## config.mk

```make
export PLATFORM = sky130hd
export DESIGN_NAME = ram_sdp_burst_reader
export DESIGN_NICKNAME = d
export VERILOG_FILES = /design/src/rtl/ram_sdp_burst_reader.sv
export SDC_FILE = /design/constraint.sdc
export NUM_CORES = 1
export LEC_CHECK = 0
export CORE_ASPECT_RATIO = 1.25
export CORE_MARGIN = 2
export CORE_UTILIZATION = 58
export CTS_CLUSTER_SIZE = 12
export DETAILED_ROUTE_END_ITERATION = 8
export DONT_BUFFER_PORTS = 1
export PLACE_DENSITY = 0.87
export SETUP_SLACK_MARGIN = 0.3
export SLEW_MARGIN = 20
export SYNTH_ARGS = -nofsm -noshare
export SYNTH_HDL_FRONTEND = slang
export SYNTH_SLANG_ARGS = --single-unit
```

## constraint.sdc

```tcl
create_clock -name clk -period 2.4 [get_ports clk]
set_input_delay 0.24 -clock clk [delete_from_list [all_inputs] [get_ports clk]]
set_output_delay 0.24 -clock clk [all_outputs]
set_load 0.05 [all_outputs]
```

## src/rtl/ram_sdp_burst_reader.sv

```systemverilog
// Burst read sequencer for ram_sdp: issues reads under a credit limit, tracks the
// RAM read latency with a tag pipe and returns the data as a ready/valid stream.
module ram_sdp_burst_reader #(
  parameter int DATA_WIDTH = 16,
  parameter int ADDR_WIDTH = 10,
  parameter int LEN_WIDTH  = ADDR_WIDTH + 1,
  parameter int RD_LATENCY = 2,
  parameter int BUF_DEPTH  = 4
) (
  input  logic                  clk,
  input  logic                  rst_n,
  input  logic                  cmd_valid,
  output logic                  cmd_ready,
  input  logic [ADDR_WIDTH-1:0] cmd_addr,
  input  logic [LEN_WIDTH-1:0]  cmd_len,
  output logic                  ram_rd_en,
  output logic [ADDR_WIDTH-1:0] ram_rd_addr,
  input  logic [DATA_WIDTH-1:0] ram_rd_data,
  output logic                  out_valid,
  input  logic                  out_ready,
  output logic [DATA_WIDTH-1:0] out_data,
  output logic                  out_last,
  output logic                  busy
);

  localparam int PTR_W  = (BUF_DEPTH > 1) ? $clog2(BUF_DEPTH) : 1;
  localparam int CNT_W  = $clog2(BUF_DEPTH + 1);
  localparam int USED_W = $clog2(BUF_DEPTH + RD_LATENCY + 1);

  generate
    if (RD_LATENCY < 1 || RD_LATENCY > 2) begin : g_bad_latency
      $fatal(1, "RD_LATENCY must be 1 or 2");
    end
    if (BUF_DEPTH < RD_LATENCY + 2) begin : g_bad_depth
      $fatal(1, "BUF_DEPTH must be at least RD_LATENCY+2");
    end
  endgenerate

  typedef enum logic [1:0] {IDLE, ISSUE, DRAIN} state_t;

  state_t                state_reg, state_next;
  logic [ADDR_WIDTH-1:0] addr_reg, addr_next;
  logic [LEN_WIDTH-1:0]  remaining_reg, remaining_next;
  logic [LEN_WIDTH-1:0]  beats_left_reg, beats_left_next;
  logic [RD_LATENCY-1:0] tag_reg, tag_next;
  logic [USED_W-1:0]     tag_count, used;
  logic                  issue;

  logic [DATA_WIDTH-1:0] fifo_mem [BUF_DEPTH];
  logic [PTR_W-1:0]      wr_ptr_reg, rd_ptr_reg;
  logic [CNT_W-1:0]      fifo_count_reg, fifo_count_next;
  logic                  fifo_wr, pop;

  function automatic logic [PTR_W-1:0] ptr_inc(input logic [PTR_W-1:0] p);
    return (p == PTR_W'(BUF_DEPTH - 1)) ? '0 : p + PTR_W'(1);
  endfunction

  // Tag pipe mirrors the RAM pipeline; a 1 marks a slot carrying a real read.
  assign tag_next[0] = issue;
  generate
    for (genvar gi = 1; gi < RD_LATENCY; gi++) begin : g_tag
      assign tag_next[gi] = tag_reg[gi-1];
    end
  endgenerate

  always_comb begin
    tag_count = '0;
    for (int i = 0; i < RD_LATENCY; i++) begin
      tag_count = tag_count + USED_W'(tag_reg[i]);
    end
  end

  assign used        = tag_count + USED_W'(fifo_count_reg);
  assign fifo_wr     = tag_reg[RD_LATENCY-1];
  assign out_valid   = (fifo_count_reg != '0);
  assign out_data    = fifo_mem[rd_ptr_reg];
  assign out_last    = out_valid && (beats_left_reg == LEN_WIDTH'(1));
  assign pop         = out_valid && out_ready;
  assign ram_rd_addr = addr_reg;
  assign busy        = (state_reg != IDLE);

  always_comb begin
    state_next      = state_reg;
    addr_next       = addr_reg;
    remaining_next  = remaining_reg;
    beats_left_next = beats_left_reg;
    cmd_ready       = 1'b0;
    issue           = 1'b0;
    ram_rd_en       = 1'b0;
    if (pop) begin
      beats_left_next = beats_left_reg - LEN_WIDTH'(1);
    end
    case (state_reg)
      IDLE: begin
        cmd_ready = 1'b1;
        if (cmd_valid && cmd_len != '0) begin
          addr_next       = cmd_addr;
          remaining_next  = cmd_len;
          beats_left_next = cmd_len;
          state_next      = ISSUE;
        end
      end
      ISSUE: begin
        ram_rd_en = 1'b1;
        // Credit only counts reads already in flight or buffered; a same-cycle pop is ignored.
        if (remaining_reg != '0 && used < USED_W'(BUF_DEPTH)) begin
          issue          = 1'b1;
          addr_next      = addr_reg + ADDR_WIDTH'(1);
          remaining_next = remaining_reg - LEN_WIDTH'(1);
          if (remaining_reg == LEN_WIDTH'(1)) begin
            state_next = DRAIN;
          end
        end
      end
      DRAIN: begin
        ram_rd_en = |tag_reg;
        if (pop && out_last) begin
          state_next = IDLE;
        end
      end
      default: state_next = IDLE;
    endcase
  end

  always_comb begin
    fifo_count_next = fifo_count_reg;
    if (fifo_wr && !pop) begin
      fifo_count_next = fifo_count_reg + CNT_W'(1);
    end else if (!fifo_wr && pop) begin
      fifo_count_next = fifo_count_reg - CNT_W'(1);
    end
  end

  always_ff @(posedge clk or negedge rst_n) begin
    if (!rst_n) begin
      state_reg      <= IDLE;
      addr_reg       <= '0;
      remaining_reg  <= '0;
      beats_left_reg <= '0;
      tag_reg        <= '0;
    end else begin
      state_reg      <= state_next;
      addr_reg       <= addr_next;
      remaining_reg  <= remaining_next;
      beats_left_reg <= beats_left_next;
      if (ram_rd_en) begin
        tag_reg <= tag_next;
      end
    end
  end

  always_ff @(posedge clk or negedge rst_n) begin
    if (!rst_n) begin
      wr_ptr_reg     <= '0;
      rd_ptr_reg     <= '0;
      fifo_count_reg <= '0;
      for (int i = 0; i < BUF_DEPTH; i++) begin
        fifo_mem[i] <= '0;
      end
    end else begin
      fifo_count_reg <= fifo_count_next;
      if (fifo_wr) begin
        fifo_mem[wr_ptr_reg] <= ram_rd_data;
        wr_ptr_reg           <= ptr_inc(wr_ptr_reg);
      end
      if (pop) begin
        rd_ptr_reg <= ptr_inc(rd_ptr_reg);
      end
    end
  end

  a_no_overflow : assert property (@(posedge clk) disable iff (!rst_n)
    !(fifo_wr && fifo_count_reg == CNT_W'(BUF_DEPTH)));

endmodule

```

==> impl.org <==
** STA
- Post-Route Setup TNS :: 0 ps
- Hold Worst Slack :: -414 ps
- Total setup violations reported at the end of the flow :: 0
- Maximum frequency from static timing analysis :: 452 MHz
- Final Slew Violations :: 0
- Measured against its own limit, the worst slew margin works out to 60.2%.
- The routed design could run at a clock period as short as 2210 ps.
- Hold Vio Cnt, Final :: 107
- Setup repair after global routing could not meet its margin everywhere.
- Slew at the pin with the worst max-slew slack :: 597 ps
- Across the routed clock network, the largest skew measured is between 6 and 7 ps.
- Final period util :: a little over 90%

** Detailed routing
- For this run, design rule violations remaining after detail routing come to 0.
- Via count :: 4048
- For this block, the initial DRC count from the detailed router was roughly 190.
- After detailed routing, the number of vias per cell comes to roughly 6.4.
- The pre-antenna-repair detailed-routing pass consisted of 5 iterations.
- After detailed routing, the average wire length per cell comes to between 20 and 25 um.
- Routed wire length :: 12900 um
- Antenna violation net count after detailed routing :: 0

** CTS
- Number of sinks driven by the clock tree :: 107
- The longest clock path from root to sink contains 2 buffers.
- Clock tree from TritonCTS :: done
- Clock slew at reported path FFs :: 80 ps
- The H-tree generated during clock tree synthesis spans 3 levels.
- Cell at the root of the clock tree :: sky130_fd_sc_hd__clkbuf_16
- Clock latency of the later-clocked register in the worst-skew pair :: ~350 ps
- Counting the buffers created by CTS gives 9.

** Layout
- Layout area overhead :: 14.7%
- Post-layout utilization of the core :: 67.6%
- The count of cells in the finished layout, fillers not included, comes to 637.
- The repair_antennas step left the layout with diodes totalling 0.
- Flip-flop count of the largest register, all copies and words added :: 64
- After filler insertion, the fill cell instance count of the layout stands at 659.
- Share of cells above drive strength 1 :: 34.4%
- After the last flow step, the layout net total stands at 564.

** Global routing
- Number of global-route vias before repair :: ~4300
- First-pass GRT wire length :: 21400 um
- Across every metal layer, demand over resource in global routing totals between 20% and 30%.
- Largest net degree at the start of global routing :: between 100 and 150
- Most utilized layer in the global route result :: met2
- Number of antenna violations at the first check in global routing :: 0
- For this run, global-route usage on met2 was measured as a little under half.
- Total gr overflow :: 0
- GR met1 Demand/Resource :: between 20% and 30%
- Global-route track usage on met3 :: between 6 and 7%

** Synth
- Sequential elements use 47.8% of the synthesized area.
- Counting flops with an async set or reset pin after synthesis yields a share of 100%.
- Mean Syn Cell Area :: between 10 and 15 um^2
- Number of enable flip-flop cells after synthesis :: 0
- In the synthesized netlist, the number of instances is ~480.
- Of all cell types, the one taking the most synthesized area is sky130_fd_sc_hd__dfrtp_1.
- Summed instance area of the synthesized netlist :: about 0.0056 mm^2
- When the netlist entered floorplanning its net count stood at 533.
- Most instantiated flip-flop cell in the synthesis netlist :: sky130_fd_sc_hd__dfrtp_1
- Post-synth top area share :: between 40% and 50%
- Number of distinct standard cells referenced by the synthesized netlist :: 58
- For this run, the number of Yosys warnings is 0.
- Largest cells by area after synthesis :: sky130_fd_sc_hd__dfrtp_1 (48%), sky130_fd_sc_hd__mux2_2 (13%), sky130_fd_sc_hd__mux4_2 (6.4%), sky130_fd_sc_hd__ha_1 (3.6%), sky130_fd_sc_hd__nand2_1 (2.4%)
- Total of flip-flops plus latches after synthesis :: ~110

** Floorplan
- Row generation in the floorplan step produced 40 rows.
- From left edge to right edge, the die measures 91.9 um.
- Starting Density :: just under 60%
- Die area :: 0.0105 mm^2
- Core Region :: approximately 0.0095 mm^2
- Chip height :: 114 um
- 72 I/O pins were placed.

** Place
- During placement, the flow inserted port buffers numbering 0.
- The congestion estimate from routability-driven global placement came to 0.906.
- Number of placed instances, taps included :: roughly 600
- DP HPWL :: 8670 um

** Critical path
- Crit path capture type :: flop
- Biggest fanout along the worst timing path :: 3
- Critical Path, Cell by Cell :: ha_1 -> a21o_1 -> a32oi_2 -> o21a_2 -> nand2_4 -> or4_1 -> a311o_1
- In this design, the stage delay of the slowest critical-path cell is 390 ps.
- Worst setup SP type :: flop
- Data on the critical path arrives at its endpoint at 2440 ps.
- The slowest stage of the critical path is the sky130_fd_sc_hd__dfrtp_1 cell.
- The critical path is of the reg2reg type.
- Endpoint required time on the critical path :: 2630 ps

** Outcome
- Result of the run :: finished, violations left
- The final reports fail on hold timing.

** Job
- Across the run, the number of max-cap violations was 0.

** Worst hold path
- Hold/Removal Path Class :: in2async
## metrics by stage
stage	instance area (um^2)	setup slack [ps]
final	6420	186
after global routing	6420	102
after CTS	6330	185
after detailed placement	5940	56.8
after global placement	5940	130
after floorplan	5670	134
## layer usage
metal	wire length (um)	vias up
met4	312	0
li1	-	1834
met5	0	-
met1	4940	2044
met2	6910	141
met3	778	29
## cell type report
class	count	area, um^2	share of cell area, %
clock buffers	10	239	3.72
inverters	10	37.5	0.584
flip-flops and latches	107	2680	41.7
repair buffers	45	375	5.84
well taps	126	158	2.45
multi-input cells	333	2890	45.0
clock inverters	6	47.5	0.740
## cells by family after synthesis
logic type | synth area share (%)
adder cells (fa/ha/maj) | 3.93
AO/OA/AOI/OAI | 9.83
XOR/XNOR | 2.03
AND/OR/NAND/NOR | 13.0
flip-flops | 47.8
multiplexers | 20.6
buffers and inverters | 2.75
## critical path, delay by kind of cell (launching register included)
family                     cells  cell delay, ps
AOI/OAI and AO/OA              4             940
adders and majority gates      1             310
DFF                            1             390
and+or+nand+nor                2             450
## worst paths after layout
| kind | start | endpoint | slack, ps | cells past startpoint |
|---|---|---|---|---|
| worst max register to register | fifo_count_reg[0] | remaining_reg[6] | 190 | 7 |
| worst min register to register | fifo_mem[29] | fifo_mem[29] | 500 | 1 |
| worst min-delay path | rst_n | fifo_mem[34] | -410 | 0 |
| max in group asynchronous | rst_n | beats_left_reg[8] | 2670 | 0 |
| min in group clk | cmd_len[7] | beats_left_reg[7] | 10 | 2 |
| worst max-delay path | fifo_count_reg[0] | remaining_reg[6] | 190 | 7 |
## what timing repair did
item                                    4_1_cts  5_1_grt
setup buffers                                 8        7
pin swaps                                    11        9
endpoints found under the hold margin       107      107
resized for setup                            11       11
endpoints found under the setup margin       19       38
## cells in the final DEF, fill, tap and decap left out, types with 6 or more instances in the layout
cell and count:
sky130_fd_sc_hd__a21oi_1 13, sky130_fd_sc_hd__and3_1 7, sky130_fd_sc_hd__buf_4 38, sky130_fd_sc_hd__clkbuf_16 9, sky130_fd_sc_hd__dfrtp_1 106, sky130_fd_sc_hd__ha_1 14, sky130_fd_sc_hd__inv_1 8, sky130_fd_sc_hd__mux2_2 67
sky130_fd_sc_hd__mux4_2 16, sky130_fd_sc_hd__nand2_1 34, sky130_fd_sc_hd__nand2b_1 6, sky130_fd_sc_hd__nand3_1 12, sky130_fd_sc_hd__nand4_1 8, sky130_fd_sc_hd__nor2_1 14, sky130_fd_sc_hd__nor3_1 9, sky130_fd_sc_hd__o21ai_0 20
sky130_fd_sc_hd__o22ai_1 10, sky130_fd_sc_hd__xor2_1 8
## synthesized netlist by cell type (3+ instances only)
library cell and instances:
sky130_fd_sc_hd__clkbuf_1 15, sky130_fd_sc_hd__nor2_1 15, sky130_fd_sc_hd__and3_1 7, sky130_fd_sc_hd__a21o_1 5, sky130_fd_sc_hd__dfrtp_1 107, sky130_fd_sc_hd__nand3_1 13
sky130_fd_sc_hd__o22ai_1 10, sky130_fd_sc_hd__mux2_2 67, sky130_fd_sc_hd__buf_2 6, sky130_fd_sc_hd__o21ai_0 21, sky130_fd_sc_hd__nand3b_1 4, sky130_fd_sc_hd__nand4_1 8
sky130_fd_sc_hd__nand2_1 36, sky130_fd_sc_hd__or4_1 3, sky130_fd_sc_hd__mux4_2 16, sky130_fd_sc_hd__xnor2_1 5, sky130_fd_sc_hd__or3_1 4, sky130_fd_sc_hd__nor4_1 3
sky130_fd_sc_hd__xor2_1 8, sky130_fd_sc_hd__o211ai_1 3, sky130_fd_sc_hd__a22oi_1 3, sky130_fd_sc_hd__nor2b_1 5, sky130_fd_sc_hd__o21a_1 4, sky130_fd_sc_hd__and4_1 5
sky130_fd_sc_hd__inv_1 10, sky130_fd_sc_hd__a32oi_1 4, sky130_fd_sc_hd__nand2b_1 6, sky130_fd_sc_hd__a21oi_1 15, sky130_fd_sc_hd__ha_1 16, sky130_fd_sc_hd__mux2i_1 4
sky130_fd_sc_hd__nor3_1 10
Power is left out: the tool's default activity adds up to more than one toggle a clock period on the data nets, which glitch-free logic cannot reach.
